<file path="src/rtl/leve1_ifetch.sv">
// Level-1 instruction fetch: PC register, 2-entry fetch queue, in-order
// response matching and redirect handling with late-response dropping.
// Optional build macro IFETCH_ALIGN_CHK_EN adds the IF_FAULT port and stops
// fetching after a misaligned redirect; without it redirect targets are
// forced to word alignment.
module leve1_ifetch #(
   parameter int unsigned     XLEN     = 32,
   parameter logic [XLEN-1:0] RESET_PC = '0,
   parameter int unsigned     DEPTH    = 2
) (
   input  logic            CLK,
   input  logic            RST,
   input  logic            REDIRECT,
   input  logic [XLEN-1:0] REDIRECT_PC,
   output logic            IMEM_REQ,
   output logic [XLEN-1:0] IMEM_ADDR,
   input  logic            IMEM_GNT,
   input  logic            IMEM_RVALID,
   input  logic [31:0]     IMEM_RDATA,
   output logic            IF_VALID,
   input  logic            IF_READY,
   output logic [XLEN-1:0] IF_PC,
   output logic [31:0]     IF_INSTR,
`ifdef IFETCH_ALIGN_CHK_EN
   output logic            IFLASH,
   output logic            IF_FAULT
`else
   output logic            IFLASH
`endif
);

   localparam int unsigned CW = 2;   // count width for 0..DEPTH
   localparam int unsigned OW = 3;   // occupancy arithmetic width

   logic [XLEN-1:0] pc_q;
   logic [XLEN-1:0] ent_pc    [2];
   logic [31:0]     ent_instr [2];
   logic            hd;              // head entry index
   logic [CW-1:0]   cnt;             // allocated entries
   logic [CW-1:0]   nf;              // filled entries (prefix from head)
   logic [CW-1:0]   drop;            // responses still owed to dropped requests

   logic            stall;
   logic            if_valid_c;
   logic            xfer;
   logic            req_c;
   logic            alloc;
   logic            fill;
   logic            alloc_idx;
   logic            fill_idx;
   logic [OW-1:0]   occ;
   logic [CW-1:0]   unfilled;
   logic [OW-1:0]   drop_sum;
   logic [OW-1:0]   drop_red;
   logic [CW-1:0]   drop_nxt;
   logic [XLEN-1:0] tgt;

`ifdef IFETCH_ALIGN_CHK_EN
   logic fault;
   assign stall = fault;
   assign tgt   = REDIRECT_PC;
`else
   assign stall = 1'b0;
   assign tgt   = REDIRECT_PC & ~XLEN'(3);
`endif

   // Handshakes, occupancy and redirect drop accounting
   always_comb begin
      if_valid_c = 1'b0;
      xfer       = 1'b0;
      req_c      = 1'b0;
      alloc      = 1'b0;
      fill       = 1'b0;
      if_valid_c = !RST && !REDIRECT && (nf != '0);
      xfer       = if_valid_c && IF_READY;
      occ        = OW'(drop) + OW'(cnt) - OW'(xfer);
      req_c      = !RST && !REDIRECT && !stall && (occ < OW'(DEPTH));
      alloc      = req_c && IMEM_GNT;
      fill       = IMEM_RVALID && (drop == '0) && (nf < cnt);
      alloc_idx  = hd ^ cnt[0];
      fill_idx   = hd ^ nf[0];
      unfilled   = cnt - nf;
      drop_sum   = OW'(drop) + OW'(unfilled);
      drop_red   = (IMEM_RVALID && (drop_sum != '0)) ? drop_sum - OW'(1) : drop_sum;
      drop_nxt   = (drop_red > OW'(DEPTH)) ? CW'(DEPTH) : drop_red[CW-1:0];
   end

   // PC register, queue pointers/counters and drop counter
   always_ff @(posedge CLK) begin
      if (RST) begin
         pc_q <= RESET_PC;
         hd   <= 1'b0;
         cnt  <= '0;
         nf   <= '0;
         drop <= '0;
      end else if (REDIRECT) begin
         pc_q <= tgt;
         cnt  <= '0;
         nf   <= '0;
         drop <= drop_nxt;
      end else begin
         if (alloc) pc_q <= pc_q + XLEN'(4);
         hd  <= hd ^ xfer;
         cnt <= cnt + CW'(alloc) - CW'(xfer);
         nf  <= nf + CW'(fill) - CW'(xfer);
         if (IMEM_RVALID && (drop != '0)) drop <= drop - CW'(1);
      end
   end

   // Queue payload: PC on grant, instruction on matched response
   always_ff @(posedge CLK) begin
      if (RST) begin
         for (int i = 0; i < 2; i++) begin
            ent_pc[i]    <= '0;
            ent_instr[i] <= '0;
         end
      end else if (!REDIRECT) begin
         if (alloc) ent_pc[alloc_idx]   <= pc_q;
         if (fill)  ent_instr[fill_idx] <= IMEM_RDATA;
      end
   end

`ifdef IFETCH_ALIGN_CHK_EN
   // Misaligned redirect raises the fault; an aligned one clears it
   always_ff @(posedge CLK) begin
      if (RST)           fault <= 1'b0;
      else if (REDIRECT) fault <= (REDIRECT_PC[1:0] != 2'b00);
   end

   assign IF_FAULT = fault && !RST;
`endif

   assign IMEM_REQ  = req_c;
   assign IMEM_ADDR = pc_q;
   assign IF_VALID  = if_valid_c;
   assign IF_PC     = RST ? '0 : ent_pc[hd];
   assign IF_INSTR  = RST ? '0 : ent_instr[hd];
   assign IFLASH    = REDIRECT;

endmodule

</file>
<file path="config.mk">
export PLATFORM = sky130hd
export DESIGN_NAME = leve1_ifetch
export DESIGN_NICKNAME = d
export VERILOG_FILES = /design/src/rtl/leve1_ifetch.sv
export SDC_FILE = /design/constraint.sdc
export NUM_CORES = 1
export LEC_CHECK = 0
export ABC_CLOCK_PERIOD_IN_PS = 5700
export CORE_ASPECT_RATIO = 1.1
export CORE_MARGIN = 2
export CORE_UTILIZATION = 35
export DETAILED_ROUTE_END_ITERATION = 12
export DONT_BUFFER_PORTS = 1
export PLACE_DENSITY = 0.52
export SETUP_SLACK_MARGIN = 0.2
export SYNTH_ARGS = -nofsm -noshare
export SYNTH_HDL_FRONTEND = slang
export SYNTH_SLANG_ARGS = --single-unit
</file>
<file path="constraint.sdc">
create_clock -name CLK -period 5.7 [get_ports CLK]
set_input_delay 1.14 -clock CLK [delete_from_list [all_inputs] [get_ports CLK]]
set_output_delay 1.14 -clock CLK [all_outputs]
set_load 0.05 [all_outputs]
</file>
Yosys cells after proc, flatten, opt, wreduce, memory -nomap -nowiden
Memories as Yosys holds them, arrays and structs flattened. A register that Yosys moved wholly into a read port is not among the register bits.
Index checks and enable logic that the tools add are counted.

storage, ports and cells
  memories = 2
  bits in writable memories = 128
  logic and storage cells = 73
  register bits after elaboration = 39
  input port bits = 70
  output and inout port bits = 99

memory list
  memory     depth  width  read ports  clocked after memory_dff  wr ports  line  RTL
  ent_instr  2      32     1           1                         2         37    logic [31:0] ent_instr [2];
  ent_pc     2      32     1           1                         2         36    logic [XLEN-1:0] ent_pc [2];

operators by class
  order comparisons = 3
  mux-type cells = 28
  bitwise operators = 3
  reductions and logical operators = 20
  add/sub/neg operators = 11

operators with widths
  operator                                            count
  two-way mux 32 bit                                  6
  OR reduction 32 bit                                 2
  adder 32 x 3 -> 32 bit, second input constant       1
  two-way mux 1 bit                                   18
  logical AND 1 bit                                   9
  nonzero test 2 bit                                  4
  adder 2 x 2 -> 3 bit                                2
  two-way mux 2 bit                                   3
  adder 2 x 1 -> 2 bit                                2
  subtractor 2 x 1 -> 2 bit                           2
  > comparator 3 x 2 -> 1 bit, second input constant  1
  < comparator 3 x 2 -> 1 bit, second input constant  1
  two-way mux 3 bit                                   1
  nonzero test 3 bit                                  1
  subtractor 3 x 1 -> 3 bit                           1
  subtractor 3 x 1 -> 3 bit, second input constant    1
  bitwise XOR 1 bit                                   3
  zero test 1 bit                                     2
  zero test 2 bit                                     1
  < comparator 2 bit                                  1
  OR reduction 2 bit                                  1
  subtractor 2 x 1 -> 2 bit, second input constant    1
  subtractor 2 bit                                    1

Longest topological paths before layout
Gate-level depths: netlist of run 1.

  depth after elaboration = 14
  depth in mapped cells = 17
  mapped depth without buffers = 14

Least setup slack after synthesis of run 1
Ideal clock, no wire load.

  path type = input to output
  from = input REDIRECT
  to = output IMEM_REQ
  stages = 9
  path slack = 416 ps
  buffers on the path = 1
  required time = 4560 ps
  arrival time = 4144 ps
  path through = or2_2 clkbuf_1 nor2_1 and2_1 ha_1 nand2b_1 fa_1 xor2_1 and3_1

on the way
  longest elaborated chain between the ends = 7

ends and longest elaborated chain
  what                            line  RTL
  from (decl)                     13    input logic REDIRECT,
  zero test 1 bit                 n/a
  logical AND 1 bit (2 in a row)  74    if_valid_c = !RST && !REDIRECT && (nf != '0);
  via IF_VALID                    20    output logic IF_VALID,
  logical AND 1 bit               75    xfer = if_valid_c && IF_READY;
  subtractor 3 x 1 -> 3 bit       76    occ = OW'(drop) + OW'(cnt) - OW'(xfer);
  < comparator 3 x 2 -> 1 bit     77    req_c = !RST && !REDIRECT && !stall && (occ < OW'(DEPTH));
  logical AND 1 bit               77
  to (decl)                       15    output logic IMEM_REQ,

The timed path passes the listed nets, and every way through them passes these cells.

Final worst setup path of run 1
  from = input RST
  to = output IMEM_REQ

on the way
  longest elaborated chain between the ends = 7

ends and longest elaborated chain
  what                         line    RTL
  from (decl)                  12      input logic RST,
  zero test 1 bit (*)          74, 77
  logical AND 1 bit (*)        74, 77
  logical AND 1 bit            74
  logical AND 1 bit            75
  subtractor 3 x 1 -> 3 bit    76
  < comparator 3 x 2 -> 1 bit  77
  logical AND 1 bit (*)        77

Every way passes the cells marked *; elsewhere a longest branch is shown, timed or not.

==> results_dict.tcl, run 1 <==
set metrics [dict create \
    outcome "completed" \
    r2r_end "IMEM_ADDR[25]$_SDFFE_PP0P_" \
    fin_ws_ps 920 \
    cts_made_buffers 17 \
    syn_inst 701 \
    synth-edff-count 124 \
    core_um2 22100 \
    grt_setup_unrepaired "no" \
    power.static_leakage_uw 0.00299 \
    cp-end-kind "primary output" \
    setup_tns_ps 0 \
    wl_per_cell_um 19.1 \
    firstDrtPassIters 5 \
    numPortBuffers 0 \
    viasPerCell 5.08 \
    fmax_mhz 209 \
    power_switching_uw 828 \
    critical_path_required_ps 4560 \
    tightest_slew_ps 989 \
    die_x_um 147 \
    reg2reg_from "nf[0]$_SDFF_PP0_" \
    vdd_ir_drop_max_uv 204 \
    cts.repair.resized 0 \
    grt_pass1_vias 5206 \
    drive_gt1_share_pct 7.75 \
    p_seq_share_pct 50.6 \
    initial_utilization_pct 35.7 \
    ant_nets 0 \
    yosysSeqAreaShare_pct 56.7 \
    timing.final.crit_share_pct 83.9 \
    ys_ff_latch 162 \
    cap_violations 0 \
    synth_area_um2 7900 \
    ctsHoldBuffers 0 \
    maxSlewHeadroom_pct 33.8 \
    min_from "drop[0]$_SDFFE_PP0P_" \
    p_per_area_nw_per_um2 321 \
    boundaryPins 169 \
    slowest_stage "fa_1" \
    path_cells "or2_2 > nor2_1 > and2_1 > ha_1 > nand2b_1 > fa_1 > xor2_1 > and3_1 > buf_12" \
    grt.total_usage_pct 16.2 \
    rr_worst_depth 11 \
    worstSkewPairLatency_ps 440 \
    arrival_ps 3640 \
    hp-class "flop to flop" \
    synthFlopType "edfxtp_1" \
    drt-initial-drc-count 263 \
    fp.dieH_um 162 \
    place_congestion 0.742 \
    async_flop_share_pct 0 \
    crit_path_max_fanout 102 \
    pwr-share-clk_pct 40.6 \
    p_int_uw 1980 \
    die-area_um2 23800 \
    final_max_slew_viol_count 0 \
    dp_slack_ps 848 \
    cts.reportedPaths.clkPinSlew_ps 70 \
    rows 57 \
    power_frac_comb_pct 8.9 \
    dp_hpwl_um 12500 \
    fin_skew_ps 18.2 \
    yosys_warnings 0 \
    fin_crit_ps 4780 \
    synth.avg_cell_area_um2 11.3 \
    cts_htree_levels 4 \
    wl_um 19000 \
    cts-root-buf "clkbuf_16" \
    cp-start-kind "input port" \
    vias 5053 \
    grt_pass1_wl_um 29400 \
    cts.sinks 162 \
    grt-ovfl-total 0 \
    antenna_found_initial 3 \
    clk_path_buf_depth 2 \
    p_sw_share_pct 29.5 \
    grt_max_degree 103 \
    syn_to_final_growth_pct 10.7 \
    cts_tree "built" \
    nets 770 \
    finalPower_uw 2810 \
    hold_depth 2 \
    setup_viol 0 \
    r2r_setup_slack_ps 2020 \
    critPathKind "input port to primary output" \
    post_cts_buffers 0 \
    holdPathEnd "drop[0]$_SDFFE_PP0P_" \
    holdWs_ps 602 \
    hold_viol 0 \
    drc 0 \
    cpPeakStageDelay_ps 420 \
    synth.distinct_cells 51 \
]
-- critical path, delay by kind of cell --
kind	cells	cell delay, ps
XOR/XNOR	1	290
adder cells (fa/ha/maj)	2	690
buffers and inverters	1	170
AND/OR/NAND/NOR	5	1310
-- power by group through the flow --
| stage | combinational (uW) | clock, uW | sequential [uW] |
|---|---|---|---|
| floorplan | 221 | 0 | 1430 |
| global placement | 245 | 0 | 1450 |
| detailed placement | 251 | 0 | 1450 |
| CTS | 252 | 1160 | 1420 |
| global route | 271 | 1210 | 1430 |
| finish | 249 | 1140 | 1420 |
-- logic make-up (layout without fill, tap and decap cells) --
family          count (synthesis)  in the layout  synth area share (%)
compound gates                 48             48                  4.12
simple gates                  312            312                  20.8
buf+inv                        65             58                  3.62
fa+ha+maj                      16             16                  2.82
mux                            66             66                  8.37
flops                         162            162                  56.7
other cells                     1              6                0.0474
xor+xnor                       31             31                  3.44
-- area by class of cell --
type / count / area (um^2)
Fill cell: 2143 / 13400
Tap cell: 295 / 369
Multi-Input combinational cell: 477 / 3150
Sequential cell: 162 / 4490
Clock buffer: 17 / 425
Timing Repair Buffer: 8 / 72.6
Inverter: 18 / 67.6
Clock inverter: 15 / 166
Antenna cell: 2 / 5.00
-- flip-flops by register name (all words and copies together), names as in the netlist, named ones only --
register / flops
ent_instr: 64
cnt: 2
ent_pc: 60
nf: 2
IMEM_ADDR: 30
hd: 1
drop: 2
-- stage by stage --
step / utilization [%] / area (um^2) / cells
6_report: 39.6 / 8750 / 994
5_1_grt: 39.5 / 8740 / 992
4_1_cts: 39.5 / 8740 / 992
3_5_place_dp: 36.9 / 8150 / 960
3_3_place_gp: 36.9 / 8150 / 960
2_1_floorplan: - / 7920 / 704
-- cells in the mapped netlist, drive strengths merged, types with 7 or more instances --
cell | count | area share, %
edfxtp | 124 | 47
nor4 | 8 | 0.63
buf | 10 | 0.78
inv | 18 | 0.85
xnor2 | 25 | 2.8
nor2 | 98 | 4.7
dfxtp | 38 | 9.6
nor3 | 19 | 1.2
a21oi | 7 | 0.44
nand3 | 12 | 0.82
mux2i | 65 | 8.2
or3 | 7 | 0.55
ha | 13 | 2.1
clkbuf | 35 | 1.7
o21ai | 8 | 0.51
a211oi | 15 | 1.4
and2 | 119 | 9.5
nand2 | 20 | 0.95
-- worst max path at each step --
stage	start	endpoint	slack, ps
after floorplan	REDIRECT	IMEM_REQ	420
after global placement	REDIRECT	IMEM_ADDR[25]$_SDFFE_PP0P_	950
after detailed placement	REDIRECT	ent_pc[1][26]$_SDFFCE_PN0P_	850
after CTS	REDIRECT	IMEM_REQ	950
after global routing	RST	IMEM_REQ	760
final	RST	IMEM_REQ	920
-- metal layers --
metal | part of all wire [%] | track usage [%]
met5 | 0.068 | 0
met4 | 2.1 | 5.94
met3 | 8.2 | 5.96
met2 | 50 | 28.1
met1 | 39 | 18.2
-- placed cells by master, fill, tap and decap left out, drive strengths merged, types with 3 or more instances in the layout --
master  instances
dfxtp          38
fa              3
clkbuf         17
nand2          20
or3             7
o22ai           4
nand4           6
nor3b           4
a311oi          5
xnor2          25
or2             5
and2          119
ha             13
inv            25
nor4            8
nand3          12
mux2i          65
a21oi           7
edfxtp        124
a211oi         15
nor3           19
buf             8
conb            4
nor2           98
xor2            6
and3            4
clkinv          6
o21a            3
o21ai           8
Power figures use the tool's default switching activity.
==> inputs of run 2 (changes only) <==
--- a/config.mk
+++ b/config.mk
@@ -5,7 +5,7 @@
 export SDC_FILE = /design/constraint.sdc
 export NUM_CORES = 1
 export LEC_CHECK = 0
-export ABC_CLOCK_PERIOD_IN_PS = 5700
+export ABC_CLOCK_PERIOD_IN_PS = 4450
 export CORE_ASPECT_RATIO = 1.1
 export CORE_MARGIN = 2
 export CORE_UTILIZATION = 35
==> constraint.sdc (replaced) <==
create_clock -name CLK -period 4.45 [get_ports CLK]
set_input_delay 0.89 -clock CLK [delete_from_list [all_inputs] [get_ports CLK]]
set_output_delay 0.89 -clock CLK [all_outputs]
set_load 0.05 [all_outputs]
==> run 2 against run 1 <==
Effect of this change: total power is 30% higher; sequential power is 27% higher; design area is 0.39% higher; combinational power grew 30%; setup slack worse by 450 ps; flip-flop and latch count unchanged; sequential share of layout area is 0.20 points lower; utilization increased by 0.15 points; die area stayed put; global-route usage fell by 0.23 points; cell count increased by 0.20%; via count fell by 0.79%; largest power group unchanged; highest routed layer is now met4.
==> results_dict.tcl, run 2 (synthesized netlist as in run 1, its figures left out) <==
set metrics [dict create \
    critical_path_required_ps 3560 \
    fmax_mhz 251 \
    p_per_area_nw_per_um2 415 \
    outcome "completed" \
    cts.sinks 162 \
    largest_reg_flops 64 \
    hp-class "input port to flop" \
    hold_depth 1 \
    min_from "RST" \
    initial_utilization_pct 35.7 \
    r2r_end "IMEM_ADDR[25]$_SDFFE_PP0P_" \
    reg2reg_from "nf[0]$_SDFF_PP0_" \
    antenna_found_initial 1 \
    crit_path_max_fanout 102 \
    stdcell_count 996 \
    holdPathEnd "IMEM_ADDR[10]$_SDFFE_PP0P_" \
    tightest_slew_ps 993 \
    cts.repair.resized 0 \
    dp_hpwl_um 12300 \
    wl_um 18800 \
    viasPerCell 5.03 \
    nets 772 \
    fin_ws_ps 466 \
    hold_viol 0 \
    setup_viol 0 \
    cts-root-buf "clkbuf_16" \
    core_um2 22100 \
    drt-initial-drc-count 267 \
    maxSlewHeadroom_pct 33.6 \
    post_cts_buffers 0 \
    post-route-util_pct 39.7 \
    cts_htree_levels 4 \
    grt_max_degree 103 \
    cts_tree "built" \
    timing.final.crit_share_pct 89.5 \
    vias 5013 \
    die_x_um 147 \
    largest_register "ent_instr" \
    critPathKind "input port to primary output" \
    grt.total_usage_pct 15.9 \
    numPortBuffers 0 \
    dp_slack_ps 289 \
    vdd_ir_drop_max_uv 251 \
    fin_crit_ps 3980 \
    worstSkewPairLatency_ps 430 \
    cp-end-kind "primary output" \
    cts.reportedPaths.clkPinSlew_ps 70 \
    grt-ovfl-total 0 \
    cts_made_buffers 17 \
    layout_common_cells "edfxtp_1, and2_1, nor2_1" \
    rows 57 \
    dp_cells 962 \
    grt_pass1_wl_um 29000 \
    rr_worst_depth 11 \
    die-area_um2 23800 \
    fp.dieH_um 162 \
    arrival_ps 3090 \
    place_congestion 0.744 \
    cp-start-kind "input port" \
    firstDrtPassIters 4 \
    drc 0 \
    syn_to_final_growth_pct 11.1 \
    grt_setup_unrepaired "no" \
    setup_tns_ps 0 \
    ctsHoldBuffers 0 \
    wl_per_cell_um 18.9 \
    fin_skew_ps 10.9 \
    boundaryPins 169 \
    final_max_slew_viol_count 0 \
    grt_pass1_vias 5136 \
    cap_violations 0 \
    layout.cells.most_common "edfxtp_1" \
    r2r_setup_slack_ps 1130 \
    drive_gt1_share_pct 8.30 \
    clk_path_buf_depth 2 \
    holdWs_ps 543 \
    ant_nets 0 \
    power.static_leakage_uw 0.00301 \
    nFillCells 2153 \
]
run 2: worst max-delay path by stage:
stage	startpoint	to	slack (ps)	cells past startpoint
2_1_floorplan	REDIRECT	cnt[1]$_SDFF_PP0_	230	17
3_3_place_gp	REDIRECT	IMEM_ADDR[25]$_SDFFE_PP0P_	370	11
3_5_place_dp	RST	IMEM_ADDR[25]$_SDFFE_PP0P_	290	11
4_1_cts	RST	IMEM_REQ	500	8
5_1_grt	RST	IMEM_REQ	360	8
6_report	RST	IMEM_REQ	470	8
run 2: critical path, stage by stage:
cell      delay (ps)
or2_2            410
nor2_4           120
and2_4           180
ha_1             220
nand2b_1         160
fa_1             440
xor2_2           220
and3_2           410
run 2: power breakdown:
| part | internal, uW | leakage [uW] | switching (uW) |
|---|---|---|---|
| registers | 1700 | 0.00160 | 114 |
| logic | 82.8 | 0.00111 | 241 |
| clock network | 852 | 0.000294 | 661 |
run 2: routing by layer:
| layer | up-vias | wire, um | GRT usage [%] |
|---|---|---|---|
| met5 | - | 0 | 0 |
| met4 | 0 | 243 | 4.55 |
| met3 | 17 | 1550 | 6.19 |
| met2 | 152 | 9480 | 28.0 |
| met1 | 2430 | 7500 | 18.0 |
| li1 | 2414 | - | - |
run 2: layout make-up:
type,instances,area (um^2),share of cell area [%]
flip-flops and latches,162,4490,51.1
multi-input cells,477,3180,36.2
clock buffers,19,433,4.93
well taps,295,369,4.20
clock inverters,13,166,1.89
repair buffers,10,75.1,0.855
inverters,18,67.6,0.769
diodes,2,5.00,0.0570
run 2: stage by stage:
stage,area (um^2),power (uW)
final,8780,3650
after global routing,8780,3780
after detailed placement,8180,2170
after floorplan,7940,2120
after CTS,8780,3680
after global placement,8180,2160
==> inputs of run 3 (changes only) <==
--- a/config.mk
+++ b/config.mk
@@ -6,13 +6,14 @@
 export NUM_CORES = 1
 export LEC_CHECK = 0
 export ABC_CLOCK_PERIOD_IN_PS = 4450
-export CORE_ASPECT_RATIO = 1.1
+export CORE_ASPECT_RATIO = 0.7
 export CORE_MARGIN = 2
 export CORE_UTILIZATION = 35
 export DETAILED_ROUTE_END_ITERATION = 12
 export DONT_BUFFER_PORTS = 1
 export PLACE_DENSITY = 0.52
 export SETUP_SLACK_MARGIN = 0.2
+export SKIP_CTS_REPAIR_TIMING = 1
 export SYNTH_ARGS = -nofsm -noshare
 export SYNTH_HDL_FRONTEND = slang
 export SYNTH_SLANG_ARGS = --single-unit
==> run 3 against run 2 <==
Effect of this change: critical path depth unchanged; die area about the same; total power down 1.3%; critical path type unchanged; count of clock-buffer cells in the layout up 2; cell count down 1.4%; highest routed layer unchanged; worst hold slack better by 9.0 ps; combinational power up 2%; setup slack better by 160 ps; first-iteration DRC count down 4.9%.
==> results_dict.tcl, run 3 (synthesized netlist as in run 1, its figures left out) <==
set metrics [dict create \
    fp.dieH_um 130 \
    n_antenna_cell 0 \
    viasPerCell 5.08 \
    cp-start-kind "input port" \
    p_per_area_nw_per_um2 411 \
    path_cells "or2_2 > nor2_4 > and2_4 > ha_1 > nand2b_1 > fa_1 > xor2_2 > and3_2" \
    r2r_end "ent_pc[1][27]$_SDFFCE_PN0P_" \
    syn_to_final_growth_pct 10.9 \
    dp_slack_ps 344 \
    grt.total_usage_pct 16.6 \
    rr_worst_depth 10 \
    worstSkewPairLatency_ps 420 \
    place_congestion 0.725 \
    drc 0 \
    vdd_ir_drop_max_uv 234 \
    arrival_ps 2940 \
    boundaryPins 169 \
    hold_viol 0 \
    critPathKind "input port to primary output" \
    cts_htree_levels 4 \
    nets 774 \
    largest_reg_flops 64 \
    layout_common_cells "edfxtp_1, and2_1, nor2_1" \
    tightest_slew_ps 1050 \
    rows 45 \
    largest_register "ent_instr" \
    firstDrtPassIters 5 \
    outcome "completed" \
    cts.reportedPaths.clkPinSlew_ps 60 \
    path_buf_inv 0 \
    worstSetupEndpoint "IMEM_REQ" \
    core_um2 21900 \
    clk_path_buf_depth 2 \
    grt-ovfl-total 0 \
    grt_pass1_wl_um 29500 \
    cts-root-buf "clkbuf_16" \
    fin_ws_ps 622 \
    fin_crit_ps 3830 \
    setup_tns_ps 0 \
    final_max_slew_viol_count 0 \
    hp-class "input port to flop" \
    layout.cells.most_common "edfxtp_1" \
    drive_gt1_share_pct 8.71 \
    vias 4986 \
    grt_max_degree 103 \
    crit_path_max_fanout 102 \
    critPathLaunch "RST" \
    cp-end-kind "primary output" \
    grt_setup_unrepaired "no" \
    hold_depth 1 \
    cts.sinks 162 \
    reg2reg_from "nf[0]$_SDFF_PP0_" \
    worst-path-stages 8 \
    setup_viol 0 \
    numPortBuffers 0 \
    slowest_stage "fa_1" \
    fmax_mhz 261 \
    critPathTopFamily "simple AND/OR/NAND/NOR gates" \
    initial_utilization_pct 36.1 \
    antenna_found_initial 0 \
    die-area_um2 23800 \
    drt-initial-drc-count 254 \
    critical_path_required_ps 3560 \
    cpPeakStageDelay_ps 440 \
    power.static_leakage_uw 0.00301 \
    dp_hpwl_um 13100 \
    r2r_setup_slack_ps 1050 \
    cts_tree "built" \
    grt_pass1_vias 5015 \
    timing.final.crit_share_pct 86.0 \
    wl_per_cell_um 19.5 \
    placed_area_um2 8180 \
    cap_violations 0 \
    maxSlewHeadroom_pct 30.0 \
    cts_made_buffers 17 \
    wl_um 19100 \
    ant_nets 0 \
    finalInstanceArea_um2 8760 \
    die_x_um 184 \
    fin_skew_ps 12.1 \
]
-- run 3: how the worst min path moves through the flow --
| stage | start | end | slack (ps) |
|---|---|---|---|
| final | RST | drop[1]$_SDFFE_PP0P_ | 550 |
| after detailed placement | hd$_SDFFE_PP0N_ | flop | 620 |
| after global placement | drop[0]$_SDFFE_PP0P_ | drop[0]$_SDFFE_PP0P_ | 590 |
| after floorplan | drop[0]$_SDFFE_PP0P_ | drop[0]$_SDFFE_PP0P_ | 560 |
| after CTS | RST | drop[1]$_SDFFE_PP0P_ | 510 |
| after global routing | RST | IMEM_ADDR[4]$_SDFFE_PP0P_ | 530 |
-- run 3: area by class of cell --
type	count	area, um^2
clock buffer	21	492
clock inverter	10	93.8
fill	2115	13100
inverter	18	67.6
multi-input combinational	477	3180
sequential	162	4490
tap	282	353
timing repair buffer	12	90.1
-- run 3: power by group --
group,total (uW),internal [uW],switching (uW)
clock network,1460,849,607
logic,328,85.7,242
registers,1820,1700,118
total,3600,2630,967
-- run 3: per-stage QoR --
step                      std cells  utilization [%]  hold slack (ps)  total power, uW
after global placement          951             37.3              586             2170
after CTS                       982             40.0              513             3630
final                           982             40.0              552             3600
after global routing            982             40.0              526             3730
after detailed placement        951             37.3              617             2180
after floorplan                 704                -              559             2120
-- run 3: per-layer routing --
metal	global-route usage [%]	wire [um]
met5	0	0
met2	24.9	8470
met1	23.2	9200
met4	4.99	290
met3	4.97	1170
